$ cat src/rtl/sub_div_ctrl.sv
`default_nettype none
// ============================================================================
//  Module      : sub_div_ctrl (with helper Nbit_Subtracter)
//  Description : Unsigned restoring divider controller. One quotient bit is
//                resolved per clock through a single shared n+1 bit ripple
//                subtracter. IDLE -> CALC (n cycles) -> DONE (1 cycle) -> IDLE.
//                Optional macro SUB_DIV_CTRL_DIV0_EN short-circuits a zero
//                divisor straight from IDLE to DONE and flags div_by_zero.
//  Revision    : 1.0 - initial release
// ============================================================================

// Ripple-borrow subtracter: o_diff = i_a - i_b - i_b_in, o_b_out = borrow.
module Nbit_Subtracter #(
    parameter int W = 9
) (
    input  logic [W-1:0] i_a,
    input  logic [W-1:0] i_b,
    input  logic         i_b_in,
    output logic [W-1:0] o_diff,
    output logic         o_b_out
);

    logic [W:0] w_bor;

    assign w_bor[0] = i_b_in;

    generate
        for (genvar k = 0; k < W; k++) begin : g_bit
            // Full subtracter cell; borrow ripples towards the MSB.
            assign o_diff[k]    = i_a[k] ^ i_b[k] ^ w_bor[k];
            assign w_bor[k + 1] = (~i_a[k] & i_b[k]) | (~(i_a[k] ^ i_b[k]) & w_bor[k]);
        end
    endgenerate

    assign o_b_out = w_bor[W];

endmodule

module sub_div_ctrl #(
    parameter int n = 8
) (
    input  logic         clk,
    input  logic         rst_n,
    input  logic         start,
    input  logic [n-1:0] dividend,
    input  logic [n-1:0] divisor,
    output logic         busy,
    output logic         done,
    output logic [n-1:0] quotient,
    output logic [n-1:0] remainder,
    output logic         div_by_zero
);

    localparam int        c_CW   = $clog2(n + 1);
    localparam logic [1:0] c_IDLE = 2'd0;
    localparam logic [1:0] c_CALC = 2'd1;
    localparam logic [1:0] c_DONE = 2'd2;
    localparam logic [c_CW-1:0] c_LAST = c_CW'(n - 1);

    logic [1:0]      r_state;
    logic [1:0]      w_next_state;
    logic [n-1:0]    r_dvd;      // dividend, shifted left so the next bit is the MSB
    logic [n-1:0]    r_dvs;      // captured divisor
    logic [n-1:0]    r_rem;      // partial remainder
    logic [n-1:0]    r_quo_w;    // quotient under construction
    logic [c_CW-1:0] r_cnt;
    logic [n-1:0]    r_quotient;
    logic [n-1:0]    r_remainder;

    logic            w_accept;
    logic            w_last;
    logic [n:0]      w_trial;
    logic [n:0]      w_sub_b;
    logic [n:0]      w_diff;
    logic            w_borrow;
    logic            w_take;
    logic [n-1:0]    w_rem_next;
    logic [n-1:0]    w_quo_next;
    logic            w_div0;

    assign w_accept = (r_state == c_IDLE) && start;
    assign w_last   = (r_cnt == c_LAST);
    assign w_trial  = {r_rem, r_dvd[n-1]};
    assign w_sub_b  = {1'b0, r_dvs};

    Nbit_Subtracter #(
        .W (n + 1)
    ) u_sub (
        .i_a     (w_trial),
        .i_b     (w_sub_b),
        .i_b_in  (1'b0),
        .o_diff  (w_diff),
        .o_b_out (w_borrow)
    );

    // Without a borrow the difference is below the divisor, so its top bit
    // is always clear; including it keeps every subtracter output in use.
    assign w_take     = ~w_borrow & ~w_diff[n];
    assign w_rem_next = w_take ? w_diff[n-1:0] : w_trial[n-1:0];
    assign w_quo_next = {r_quo_w[n-2:0], w_take};

`ifdef SUB_DIV_CTRL_DIV0_EN
    logic r_div0;
    assign w_div0 = (divisor == '0);
`else
    assign w_div0 = 1'b0;
`endif

    // State register.
    always_ff @(posedge clk or negedge rst_n) begin
        if (!rst_n) begin
            r_state <= c_IDLE;
        end else begin
            r_state <= w_next_state;
        end
    end

    // Next-state decode; start only matters in IDLE.
    always_comb begin
        w_next_state = r_state;
        case (r_state)
            c_IDLE: begin
                if (start) begin
                    w_next_state = w_div0 ? c_DONE : c_CALC;
                end
            end
            c_CALC: begin
                if (w_last) begin
                    w_next_state = c_DONE;
                end
            end
            c_DONE:  w_next_state = c_IDLE;
            default: w_next_state = c_IDLE;
        endcase
    end

    // Datapath: operand capture, per-cycle restoring step, result registers.
    always_ff @(posedge clk or negedge rst_n) begin
        if (!rst_n) begin
            r_dvd       <= '0;
            r_dvs       <= '0;
            r_rem       <= '0;
            r_quo_w     <= '0;
            r_cnt       <= '0;
            r_quotient  <= '0;
            r_remainder <= '0;
        end else if (w_accept) begin
            r_dvd   <= dividend;
            r_dvs   <= divisor;
            r_rem   <= '0;
            r_quo_w <= '0;
            r_cnt   <= '0;
            if (w_div0) begin
                r_quotient  <= '1;
                r_remainder <= dividend;
            end
        end else if (r_state == c_CALC) begin
            r_dvd   <= {r_dvd[n-2:0], 1'b0};
            r_rem   <= w_rem_next;
            r_quo_w <= w_quo_next;
            r_cnt   <= r_cnt + 1'b1;
            if (w_last) begin
                r_quotient  <= w_quo_next;
                r_remainder <= w_rem_next;
            end
        end
    end

`ifdef SUB_DIV_CTRL_DIV0_EN
    // Zero-divisor flag, latched on acceptance and shown alongside done.
    always_ff @(posedge clk or negedge rst_n) begin
        if (!rst_n) begin
            r_div0 <= 1'b0;
        end else if (w_accept) begin
            r_div0 <= w_div0;
        end
    end
`endif

    // Output decode from state.
    always_comb begin
        busy        = (r_state == c_CALC);
        done        = (r_state == c_DONE);
`ifdef SUB_DIV_CTRL_DIV0_EN
        div_by_zero = (r_state == c_DONE) && r_div0;
`else
        div_by_zero = 1'b0;
`endif
    end

    assign quotient  = r_quotient;
    assign remainder = r_remainder;

endmodule
`default_nettype wire
$ cat config.mk
export PLATFORM = sky130hd
export DESIGN_NAME = sub_div_ctrl
export DESIGN_NICKNAME = d
export VERILOG_FILES = /design/src/rtl/sub_div_ctrl.sv
export SDC_FILE = /design/constraint.sdc
export NUM_CORES = 1
export LEC_CHECK = 0
export CORE_MARGIN = 5
export CORE_UTILIZATION = 50
export CTS_BUF_LIST = sky130_fd_sc_hd__clkbuf_4
export DETAILED_ROUTE_END_ITERATION = 16
export PLACE_DENSITY = 0.78
export SYNTH_ARGS = -nofsm -noshare
export SYNTH_HDL_FRONTEND = slang
export SYNTH_SLANG_ARGS = --single-unit
export TNS_END_PERCENT = 5
$ cat constraint.sdc
create_clock -name clk -period 3.9 [get_ports clk]
set_input_delay 0.78 -clock clk [delete_from_list [all_inputs] [get_ports clk]]
set_output_delay 0.78 -clock clk [all_outputs]
set_load 0.05 [all_outputs]
==> After elaboration in Yosys (flattened, before gate mapping) <==
Index checks and enable logic that the tools add are counted.
{ "word_totals": {"inputBits": 19, "regBits": 53, "wordCells": 90} }
{ "op_classes": {"reduce_logical": 5, "eq_ne": 5, "addsub": 1, "mux": 12, "n_bitwise": 59} }
{ "ops": {"columns": ["operator", "count"], "rows": [
  ["2-to-1 mux 8 bit", 5],
  ["NOT 1 bit", 19],
  ["bitwise AND 1 bit", 17],
  ["XOR 1 bit", 16],
  ["2-to-1 mux 7 bit", 2],
  ["2-to-1 mux 4 bit", 2],
  ["bitwise OR 1 bit", 7],
  ["adder 4 x 1 -> 4 bit, second input constant", 1],
  ["equality test 4 x 3 -> 1 bit, second input constant", 1],
  ["2-to-1 mux 2 bit", 2],
  ["case mux 2 bit (2 select lines)", 1],
  ["AND reduction 3 bit", 1],
  ["equality test 2 x 1 -> 1 bit, second input constant", 1],
  ["equality test 2 bit, second input constant", 1],
  ["zero test 2 bit", 1],
  ["!= test 2 x 1 -> 1 bit, second input constant", 1],
  ["!= test 2 bit, second input constant", 1],
  ["AND reduction 2 bit", 1],
  ["nonzero test 2 bit", 1],
  ["logical AND 1 bit", 1]
]} }

==> Longest topological paths before layout <==
Gate-level depths: netlist (run 1).
{ "depth": {"depth_word": 22, "mapped_depth": 14, "mapped_depth_nobuf": 14} }

==> Modules after synthesis <==
From an unflattened synthesis (run 1), not the netlist that was laid out.
{ "hier_totals": {"hier_cells": 209, "area_unflattened_um2": 2497.4} }
{ "modules_own_cells": {"columns": ["mod", "area_per_inst_um2", "instances", "cells_each"], "rows": [
  ["sub_div_ctrl", 2242.2, 1, 180],
  ["Nbit_Subtracter", 255.2, 1, 29]
]} }

==> Worst setup path before layout (run 1) <==
OpenSTA, ideal clock, no wires.
{ "synth_timing": {"kind": "flip-flop to flip-flop", "startpoint": "register r_dvd[7]", "endpoint": "register r_remainder[5], in the netlist remainder[5]", "arrival_time_ns": 3.909, "period_less_slack_ns": 4.037, "n_path_buf": 0, "path_stages_with_launch": 15, "required_time_ns": 3.773, "setup_slack_ns": -0.137, "cell_sequence": "dfrtp_1 > inv_1 > ha_1 > inv_1 > fa_1 > fa_1 > fa_1 > fa_1 > fa_1 > inv_1 > fa_1 > fa_1 > xor2_4 > mux2_2 > mux2_1"} }
{ "synth_between": {"elab_chain_len": 20} }
{ "synth_rtl": {"columns": ["element", "line_no", "source"], "rows": [
  ["from (decl)", "62", "logic [n-1:0] r_dvd;"],
  ["from (signal assigned)", "148", "r_dvd <= dividend;"],
  ["from (signal assigned)", "158", "r_dvd <= {r_dvd[n-2:0], 1'b0};"],
  ["NOT 1 bit *", "31", "assign w_bor[k + 1] = (~i_a[k] & i_b[k]) | (~(i_a[k] ^ i_b[k]) & w_bor[k]);"],
  ["bitwise AND 1 bit * (2 in a row)", "31", null],
  ["bitwise OR 1 bit *", "31", null],
  ["bitwise AND 1 bit *", "31", null],
  ["bitwise OR 1 bit *", "31", null],
  ["bitwise AND 1 bit *", "31", null],
  ["bitwise OR 1 bit *", "31", null],
  ["bitwise AND 1 bit *", "31", null],
  ["[3 not listed]", null, null],
  ["bitwise AND 1 bit", "31", null],
  ["bitwise OR 1 bit", "31", null],
  ["bitwise AND 1 bit", "31", null],
  ["bitwise OR 1 bit", "31", null],
  ["bitwise AND 1 bit or XOR 1 bit (tied branches)", "31, 30", null],
  ["NOT 1 bit", "98", "assign w_take = ~w_borrow & ~w_diff[n];"],
  ["bitwise AND 1 bit", "98", null],
  ["2-to-1 mux 8 bit *", "99", "assign w_rem_next = w_take ? w_diff[n-1:0] : w_trial[n-1:0];"],
  ["to (signal assigned)", "155", "r_remainder <= dividend;"],
  ["to (signal assigned)", "164", "r_remainder <= w_rem_next;"],
  ["to (decl)", "68", "logic [n-1:0] r_remainder;"]
]} }
Mark *: on every way between the ends. The rest lies on a longest branch, timed or not.
A chain may end at the register's enable or synchronous reset.

==> Final worst setup path (run 1) <==
{ "layout_timing": {"startpoint": "register r_dvd[7]", "endpoint": "register r_remainder[4], in the netlist remainder[4]"} }
{ "layout_between": {"elab_chain_len": 20} }
{ "layout_rtl": {"columns": ["element", "line_no"], "rows": [
  ["NOT 1 bit *", "31"],
  ["bitwise AND 1 bit * (2 in a row)", "31"],
  ["bitwise OR 1 bit *", "31"],
  ["bitwise AND 1 bit *", "31"],
  ["bitwise OR 1 bit *", "31"],
  ["bitwise AND 1 bit *", "31"],
  ["bitwise OR 1 bit *", "31"],
  ["bitwise AND 1 bit", "31"],
  ["[3 not listed]", null],
  ["bitwise AND 1 bit", "31"],
  ["bitwise OR 1 bit", "31"],
  ["bitwise AND 1 bit", "31"],
  ["bitwise OR 1 bit", "31"],
  ["bitwise AND 1 bit or XOR 1 bit (tied branches)", "31, 30"],
  ["NOT 1 bit", "98"],
  ["bitwise AND 1 bit", "98"],
  ["2-to-1 mux 8 bit *", "99"]
]} }
Marks and branches as above.

==> results of run 1 <==
## through the flow
| stage | utilization (%) | area (sq um) | std cells | hold slack, ns |
|---|---|---|---|---|
| 2_1_floorplan | - | 2490 | 182 | 0.451 |
| 3_3_place_gp | 61.1 | 2910 | 280 | 0.467 |
| 3_5_place_dp | 61.1 | 2910 | 280 | 0.474 |
| 4_1_cts | 63.9 | 3040 | 289 | 0.509 |
| 5_1_grt | 64.0 | 3040 | 289 | 0.528 |
| 6_report | 64.0 | 3040 | 289 | 0.480 |
## registers in the layout (all words and copies together), names as in the netlist
signal,count
quotient,8
r_cnt,4
r_dvd,8
r_dvs,8
r_quo_w,7
r_rem,8
r_state,2
remainder,8
## layer usage
metal	GRT usage [%]	part of all wire, %	vias to the layer above
li1	-	-	718
met1	21.7	46	786
met2	26.1	50	24
met3	4.15	3.5	4
met4	3.55	0.43	0
met5	0	0	-
## final cells by class
class | count | area (sq um)
clock inverters | 3 | 68.8
fillers | 376 | 1710
multi-input cells | 106 | 1070
well taps | 67 | 83.8
clock buffers | 5 | 37.5
repair buffers | 42 | 413
inverters | 13 | 48.8
flip-flops and latches | 53 | 1330
## synthesized netlist by cell type, drive strengths merged
cell	count
conb	1
ha	2
inv	13
a21oi	6
o21ai	12
dfrtp	53
nand3b	1
nand4	1
fa	7
clkbuf	2
nor2b	8
nand3	1
nand2	6
xor2	1
a22oi	7
nand2b	1
mux2	28
buf	8
mux2i	5
a2bb2oi	1
o21bai	1
or3b	1
nor3	1
a22o	15
## timing repair
item | CTS | global route
setup buffers | 1 | 0
setup endpoints to repair | 16 | 9
pin swaps | 2 | 0
gates resized for setup | 3 | 2
## worst max-delay path, cell delays in order, from the launching register on
cell and delay [ns]:
dfrtp_1 0.43, inv_2 0.07, ha_1 0.14, inv_1 0.05
fa_2 0.33, fa_2 0.35, fa_2 0.35, fa_2 0.34
fa_2 0.34, inv_2 0.06, fa_2 0.19, fa_2 0.24
xor2_4 0.17, buf_12 0.14, mux2_4 0.31, mux2_2 0.27
## kinds of logic after synthesis
family / after synthesis / synth area share (%)
flops: 53 / 53.9
compound gates: 42 / 11.9
mux: 33 / 16.2
buf+inv: 23 / 4.58
simple gates: 20 / 5.39
fa+ha+maj: 9 / 6.71
other cells: 1 / 0.152
xor+xnor: 1 / 1.12
## worst paths after layout
path,from,to,cells past startpoint
worst min register to register,r_dvd[0],r_dvd[0],2
min in group clk,r_dvd[0],r_dvd[0],2
worst max register to register,r_dvd[7],remainder[4],15
max in group asynchronous,rst_n,r_dvs[5],2
worst min-delay path,rst_n,r_dvs[3],1
worst max-delay path,r_dvd[7],remainder[4],15
## cell usage in the layout (no fill, tap or decap), types with 2 or more instances in the layout
cell type,synthesis,final
nor2b_1,8,8
a21oi_1,6,6
inv_1,13,11
a22oi_1,7,7
dfrtp_1,53,53
bufinv_16,0,2
clkbuf_4,0,5
inv_2,0,2
a22o_1,15,15
ha_1,2,2
buf_4,2,5
mux2_1,7,7
mux2_4,9,15
clkdlybuf4s50_1,0,35
mux2_2,12,6
mux2i_1,5,4
fa_2,0,7
nand2_1,6,6
o21ai_0,12,12
## where the power goes
part / switching [W] / internal, W / total [W] / leakage (nW)
clock: 0.000176 / 0.000202 / 0.000378 / 0.0558
sequential: 0.000199 / 0.000805 / 0.00100 / 0.659
combinational: 0.000897 / 0.000896 / 0.00179 / 0.656
total: 0.00127 / 0.00190 / 0.00317 / 1.37
==> impl_metrics.py, run 1 <==
metrics = {
    "outcome": {
        "outcome": "finished clean",
    },
    "floorplan": {
        "core_sq_mm": 0.00475,
        "dieHeight_microns": 80.2,
        "die_w_microns": 80.2,
        "dieArea_sq_mm": 0.00643,
        "num_io_pins": 38,
        "num_rows": 25,
        "start_util_pct": 51.8,
    },
    "finish": {
        "final_nets": 249,
        "area_growth_pct": 23.7,
        "antennaDiodeCount": 0,
        "drive_gt1_share_pct": 23.0,
    },
    "detailed_routing": {
        "totalWireLength_mm": 4.64,
        "drc": 0,
        "drtAntennaViolNets": 0,
        "avgViaCountPerCell": 5.30,
        "drt_first_pass_iters": 4,
        "drt_iter0_drc": 107,
        "vias": 1532,
        "wl_per_cell_microns": 16.0,
    },
    "setup_path": {
        "path_max_fanout": 7,
        "required_ns": 4.16,
        "start_kind": "flop",
        "worstSetupPathType": "flop to flop",
        "endpoint_kind": "flop",
        "r2r_slack_ns": 0.006,
        "cp.arrival_ns": 4.15,
    },
    "power": {
        "peakVddDrop_mv": 0.596,
        "leakage_nw": 1.37,
        "p_per_area_mw_per_mm2": 1040,
        "p_total_w": 0.00317,
    },
    "placed_design": {
        "dp_slack_ns": -0.125,
        "port-buffer-count": 36,
        "gp_congestion": 0.755,
        "place_hpwl_mm": 3.10,
    },
    "synth": {
        "synth-seq-cells": 53,
        "synth_area_per_cell_sq_um": 13.5,
        "yosys.area.top_type": "dfrtp_1",
        "syn_area_sq_mm": 0.00246,
        "yosys_warnings": 0,
        "ys_seq_area_share_pct": 53.9,
        "synth_area_leaders": "dfrtp_1, fa_1, mux2_4",
        "synthCells": 182,
        "syn_nets": 210,
        "yosys.area.top_type_share_pct": 53.9,
        "synth_cell_types": 29,
    },
    "clock_network": {
        "clock_sinks": 53,
        "htree_num_levels": 2,
        "numCtsBuffers": 5,
        "cts-root-buf": "clkbuf_4",
        "cts_tree": "done",
        "insertion_delay_ns": 0.37,
        "cts_buffer_depth": 2,
        "cts_hold_buffers": 0,
        "clk_pin_slew_ns": 0.16,
    },
    "sta": {
        "tightest_slew_ns": 0.976,
        "setup-violations-final": 0,
        "maxSlewViolCount": 0,
        "period_share_pct": 99.8,
        "setup-tns-final_ns": 0,
        "rsz0062_at_grt": "yes",
        "fin_crit_ns": 3.89,
        "slew_headroom_pct": 34.7,
        "max_freq_mhz": 257,
        "finalClockSkew_ns": 0.0186,
        "hold_violations": 0,
        "setup_ws_ns": 0.00607,
    },
    "job": {
        "cap_violations": 0,
    },
    "hold_path": {
        "hold_path.class": "input port to asynchronous set/reset pin",
    },
    "global_route": {
        "grt-ovfl-total": 0,
        "grt_max_degree": 39,
        "grt_usage_pct": 16.1,
        "antenna_found_initial": 0,
        "grt_pass1_wl_mm": 7.93,
        "grt_pass1_vias": 1633,
    },
}
No activity file was read; power rests on OpenSTA's default activity.
==> inputs of run 2 (changes only) <==
--- a/config.mk
+++ b/config.mk
@@ -5,11 +5,14 @@
 export SDC_FILE = /design/constraint.sdc
 export NUM_CORES = 1
 export LEC_CHECK = 0
+export ABC_CLOCK_PERIOD_IN_PS = 4090
+export CELL_PAD_IN_SITES_DETAIL_PLACEMENT = 1
+export CELL_PAD_IN_SITES_GLOBAL_PLACEMENT = 2
 export CORE_MARGIN = 5
-export CORE_UTILIZATION = 50
+export CORE_UTILIZATION = 38
 export CTS_BUF_LIST = sky130_fd_sc_hd__clkbuf_4
 export DETAILED_ROUTE_END_ITERATION = 16
-export PLACE_DENSITY = 0.78
+export PLACE_DENSITY_LB_ADDON = 0.1
 export SYNTH_ARGS = -nofsm -noshare
 export SYNTH_HDL_FRONTEND = slang
 export SYNTH_SLANG_ARGS = --single-unit
==> constraint.sdc (replaced) <==
create_clock -name clk -period 4.09 [get_ports clk]
set_input_delay 0.818 -clock clk [delete_from_list [all_inputs] [get_ports clk]]
set_output_delay 0.818 -clock clk [all_outputs]
set_load 0.05 [all_outputs]
==> impl_metrics.py, run 2 (same netlist as run 1, synthesis figures left out) <==
metrics = {
    "finish": {
        "drive_gt1_share_pct": 21.5,
        "multi_input_area_sq_mm": 0.00104,
        "ff_latch_area_sq_mm": 0.00133,
        "final_common_cell": "dfrtp_1",
        "final_nets": 250,
        "antennaDiodeCount": 0,
        "fillCellCount": 668,
        "layout_common_cells": "dfrtp_1, clkdlybuf4s50_1, a22o_1",
        "area_growth_pct": 21.7,
    },
    "placed_design": {
        "gp_congestion": 0.698,
        "place_hpwl_mm": 3.60,
        "dp_slack_ns": -0.122,
        "port-buffer-count": 36,
    },
    "clock_network": {
        "cts_tree": "done",
        "cts_buffer_depth": 2,
        "insertion_delay_ns": 0.39,
        "cts_hold_buffers": 0,
        "clock_sinks": 53,
        "htree_num_levels": 2,
        "numCtsBuffers": 5,
        "clk_pin_slew_ns": 0.16,
        "cts-root-buf": "clkbuf_4",
    },
    "setup_path": {
        "cp_slowest_cell": "dfrtp_1",
        "start_kind": "flop",
        "r2r_slack_ns": 0.13,
        "endpoint_kind": "flop",
        "timing.critical_path.buf_inv": 4,
        "cp.arrival_ns": 4.23,
        "r2r_end": "remainder[2]",
        "crit_chain": "inv_2, ha_1, inv_1, fa_2, fa_2, fa_2, fa_2, fa_1, inv_1, fa_2, fa_2, xor2_4, buf_12, mux2_2, mux2_2",
        "worstSetupPathType": "flop to flop",
        "r2r_start": "r_dvd[7]",
        "required_ns": 4.37,
        "path_delay_family": "adder cells",
        "worstRegToRegCells": 15,
        "slowest_delay_ns": 0.42,
        "cp_common_cell": "fa_2",
        "path_max_fanout": 8,
    },
    "detailed_routing": {
        "vias": 1525,
        "totalWireLength_mm": 5.21,
        "drt_iter0_drc": 39,
        "drc": 0,
        "drtAntennaViolNets": 0,
        "wl_per_cell_microns": 17.4,
        "avgViaCountPerCell": 5.08,
        "drt_first_pass_iters": 4,
    },
    "global_route": {
        "grt_pass1_wl_mm": 8.91,
        "grt-ovfl-total": 0,
        "grt_usage_pct": 13.5,
        "grt_pass1_vias": 1684,
        "antenna_found_initial": 0,
        "grt_max_degree": 30,
    },
    "sta": {
        "rsz0062_at_grt": "no",
        "setup-violations-final": 0,
        "tightest_slew_ns": 0.997,
        "finalClockSkew_ns": 0.0161,
        "slew_headroom_pct": 33.3,
        "setup-tns-final_ns": 0,
        "fin_crit_ns": 3.96,
        "hold_violations": 0,
        "maxSlewViolCount": 0,
        "period_share_pct": 96.8,
        "setup_ws_ns": 0.132,
        "max_freq_mhz": 253,
        "hold_ws_ns": 0.393,
    },
    "power": {
        "peakVddDrop_mv": 0.355,
        "p_per_area_mw_per_mm2": 947,
        "leakage_nw": 1.34,
    },
    "floorplan": {
        "num_io_pins": 38,
        "num_rows": 29,
        "start_util_pct": 39.0,
        "dieHeight_microns": 90.5,
        "die_w_microns": 90.5,
        "dieArea_sq_mm": 0.00819,
        "core_sq_mm": 0.00631,
    },
    "hold_path": {
        "hold_path.class": "input port to asynchronous set/reset pin",
    },
    "outcome": {
        "outcome": "finished clean",
    },
    "job": {
        "cap_violations": 0,
    },
}
-- run 2: timing repair --
item | CTS | global route
gates resized for setup | 7 | 2
endpoints found under the setup margin | 16 | 11
pin swaps | 2 | 2
buffers inserted | 1 | 0
-- run 2: how the worst max path moves through the flow --
| stage | start | endpoint | slack, ns | cells after the start |
|---|---|---|---|---|
| 3_3_place_gp | r_dvd[7] | remainder[5] | -0.02 | 14 |
| 5_1_grt | r_dvd[7] | remainder[2] | 0.01 | 15 |
| 2_1_floorplan | r_dvd[7] | remainder[5] | 0.05 | 14 |
| 4_1_cts | r_dvd[7] | remainder[2] | 0.03 | 15 |
| 3_5_place_dp | r_dvd[7] | remainder[5] | -0.12 | 14 |
| 6_report | r_dvd[7] | remainder[2] | 0.13 | 15 |
-- run 2: cell type report --
type,count,share of cell area [%]
repair buffers,43,14.0
multi-input cells,106,34.9
clock buffers,5,1.25
flip-flops and latches,53,44.3
clock inverters,3,0.710
well taps,77,3.22
inverters,13,1.63
-- run 2: stage by stage --
| step | instance area [sq um] | utilization [%] | total power [W] | instances |
|---|---|---|---|---|
| after floorplan | 2460 | - | 0.00203 | 182 |
| after global placement | 2890 | 45.8 | 0.00246 | 291 |
| after detailed placement | 2890 | 45.8 | 0.00252 | 291 |
| after CTS | 2990 | 47.4 | 0.00289 | 300 |
| after global routing | 3000 | 47.4 | 0.00306 | 300 |
| final | 3000 | 47.4 | 0.00284 | 300 |
-- run 2: routing by layer --
| layer | global-route usage, % | routed length, microns | vias to the layer above |
|---|---|---|---|
| li1 | - | - | 712 |
| met1 | 17.5 | 2400 | 778 |
| met2 | 21.5 | 2520 | 29 |
| met5 | 0 | 0 | - |
| met4 | 4.47 | 72 | 0 |
| met3 | 4.00 | 217 | 6 |
-- run 2: where the power goes --
part / total (W) / internal (W) / leakage [nW] / switching [W]
registers: 0.000955 / 0.000767 / 0.659 / 0.000187
logic: 0.00164 / 0.000807 / 0.649 / 0.000832
clock network: 0.000241 / 0.0000689 / 0.0332 / 0.000173
-- run 2: worst reg2reg max path, stage by stage (launching register included) --
cell and delay [ns]:
dfrtp_1 0.42, inv_2 0.07, ha_1 0.15, inv_1 0.05, fa_2 0.33, fa_2 0.35
fa_2 0.35, fa_2 0.35, fa_1 0.36, inv_1 0.08, fa_2 0.19, fa_2 0.24
xor2_4 0.17, buf_12 0.14, mux2_2 0.34, mux2_2 0.26
==> inputs of run 3 (changes only) <==
--- a/config.mk
+++ b/config.mk
@@ -5,11 +5,11 @@
 export SDC_FILE = /design/constraint.sdc
 export NUM_CORES = 1
 export LEC_CHECK = 0
-export ABC_CLOCK_PERIOD_IN_PS = 4090
+export ABC_CLOCK_PERIOD_IN_PS = 4580
 export CELL_PAD_IN_SITES_DETAIL_PLACEMENT = 1
 export CELL_PAD_IN_SITES_GLOBAL_PLACEMENT = 2
 export CORE_MARGIN = 5
-export CORE_UTILIZATION = 38
+export CORE_UTILIZATION = 41
 export CTS_BUF_LIST = sky130_fd_sc_hd__clkbuf_4
 export DETAILED_ROUTE_END_ITERATION = 16
 export PLACE_DENSITY_LB_ADDON = 0.1
==> constraint.sdc (replaced) <==
create_clock -name clk -period 4.58 [get_ports clk]
set_input_delay 0.916 -clock clk [delete_from_list [all_inputs] [get_ports clk]]
set_output_delay 0.916 -clock clk [all_outputs]
set_load 0.05 [all_outputs]
==> impl_metrics.py, run 3 (same netlist as run 1, synthesis figures left out) <==
metrics = {
    "detailed_routing": {
        "totalWireLength_mm": 5.14,
        "dr_wl_met3_microns": 186,
        "dr_wl_met2_mm": 2.58,
        "drt_iter0_drc": 60,
        "drt_first_pass_iters": 4,
        "vias": 1553,
        "highest_layer": "met4",
        "wl_per_cell_microns": 17.5,
        "drtAntennaViolNets": 0,
        "drc": 0,
        "avgViaCountPerCell": 5.30,
        "wl_met1_mm": 2.28,
    },
    "clock_network": {
        "cts_resized": 0,
        "clock_sinks": 53,
        "cts_tree": "done",
        "insertion_delay_ns": 0.38,
        "cts-root-buf": "clkbuf_4",
        "numCtsBuffers": 5,
        "cts_hold_buffers": 0,
        "clk_pin_slew_ns": 0.14,
        "cts_buffer_depth": 2,
        "cts_setup_buffers": 0,
        "htree_num_levels": 2,
    },
    "floorplan": {
        "num_io_pins": 38,
        "dieHeight_microns": 87.5,
        "num_rows": 28,
        "core_sq_mm": 0.00589,
        "start_util_pct": 41.8,
        "dieArea_sq_mm": 0.00765,
        "die_w_microns": 87.5,
    },
    "global_route": {
        "grt_pass1_vias": 1747,
        "antenna_found_initial": 0,
        "grt_pass1_wl_mm": 8.82,
        "grt_usage_pct": 14.8,
        "grt_max_degree": 54,
        "grt-ovfl-total": 0,
    },
    "power": {
        "clockPowerShare_pct": 10.9,
        "leakage_nw": 1.32,
        "p_per_area_mw_per_mm2": 833,
        "seqPwrFrac_pct": 34.7,
        "switching_power_w": 0.00104,
        "p_int_w": 0.00141,
        "p_total_w": 0.00245,
        "combPwrFrac_pct": 54.4,
        "peakVddDrop_mv": 0.440,
        "netSwitchingFraction_pct": 42.5,
    },
    "setup_path": {
        "slowest_delay_ns": 0.40,
        "endpoint_kind": "flop",
        "start_kind": "flop",
        "cp-startpoint": "r_dvd[7]",
        "cp-endpoint": "remainder[5]",
        "cp_slowest_cell": "dfrtp_1",
        "required_ns": 4.85,
        "r2r_slack_ns": 0.24,
        "cp_common_cell": "fa_1",
        "r2r_end": "remainder[5]",
        "worstRegToRegCells": 14,
        "path_max_fanout": 10,
        "worstSetupPathType": "flop to flop",
        "cp.arrival_ns": 4.61,
        "r2r_start": "r_dvd[7]",
        "crit_chain": "inv_1, ha_1, inv_1, fa_1, fa_1, fa_1, fa_1, fa_1, inv_1, fa_1, fa_1, xor2_4, mux2_2, mux2_1",
    },
    "sta": {
        "slew_headroom_pct": 33.6,
        "setup-violations-final": 0,
        "hold_violations": 0,
        "maxSlewViolCount": 0,
        "period_share_pct": 94.7,
        "rsz0062_at_grt": "no",
        "max_freq_mhz": 231,
        "fin_crit_ns": 4.34,
        "setup-tns-final_ns": 0,
        "tightest_slew_ns": 0.993,
        "finalClockSkew_ns": 0.0165,
        "setup_ws_ns": 0.242,
    },
    "finish": {
        "final_common_cell": "dfrtp_1",
        "fillCellCount": 626,
        "final_nets": 245,
        "drive_gt1_share_pct": 16.5,
        "layout_common_cells": "dfrtp_1, clkdlybuf4s50_1, a22o_1",
        "fin_cells": 293,
        "ff_latch_area_sq_mm": 0.00133,
        "utilization_pct": 50.0,
        "multi_input_area_sq_mm": 0.00102,
        "area_growth_pct": 19.5,
        "antennaDiodeCount": 0,
    },
    "placed_design": {
        "dp_slack_ns": 0.199,
        "port-buffer-count": 36,
        "place_inst": 285,
        "gp_congestion": 0.738,
        "place_hpwl_mm": 3.45,
    },
    "outcome": {
        "outcome": "finished clean",
    },
    "hold_path": {
        "hold_path.class": "flop to flop",
        "whs_path_depth": 2,
    },
    "job": {
        "cap_violations": 0,
    },
}
## run 3: cell types whose count changed in the layout (fill, tap and decap cells not counted), sizes merged
cell,change
buf,-5
bufinv,+1
clkbuf,+1
clkinv,-1
inv,-1
## run 3: power by group through the flow
stage               combinational, W  sequential [W]  clock, W
global placement             0.00129        0.000851         0
CTS                          0.00136        0.000855  0.000277
finish                       0.00133        0.000851  0.000266
detailed placement           0.00135        0.000862         0
floorplan                   0.000755         0.00106         0
global route                 0.00146        0.000882  0.000301
## run 3: layout make-up
cell class | count | share of cell area, %
Inverter | 13 | 1.66
Timing Repair Buffer | 38 | 12.6
Clock inverter | 2 | 1.15
Clock buffer | 6 | 1.53
Multi-Input combinational cell | 106 | 34.8
Sequential cell | 53 | 45.1
Tap cell | 75 | 3.19
## run 3: how the worst min path moves through the flow
stage	from	to	slack, ns
6_report	r_dvd[0]	r_dvd[0]	0.50
5_1_grt	r_quo_w[6]	r_quo_w[6]	0.53
4_1_cts	r_dvd[0]	r_dvd[0]	0.51
3_5_place_dp	r_dvd[0]	r_dvd[0]	0.48
3_3_place_gp	r_dvd[0]	r_dvd[0]	0.47
2_1_floorplan	r_dvd[0]	r_dvd[0]	0.45
## run 3: metrics by stage
step	hold WS (ns)	instance area, sq um
floorplan	0.451	2460
global placement	0.467	2860
detailed placement	0.475	2860
CTS	0.508	2940
global route	0.527	2940
finish	0.501	2940
## run 3: worst max-delay path: cells and delay by family, from the launching register on
kind | cells | cell delay (ns)
xor+xnor | 1 | 0.37
mux | 2 | 0.71
flops | 1 | 0.40
buf+inv | 3 | 0.23
fa+ha+maj | 8 | 2.52
## run 3: routing by layer
| layer | up-vias | GRT usage, % |
|---|---|---|
| met5 | - | 0 |
| li1 | 704 | - |
| met3 | 8 | 3.41 |
| met2 | 30 | 23.3 |
| met1 | 811 | 19.8 |
| met4 | 0 | 5.72 |
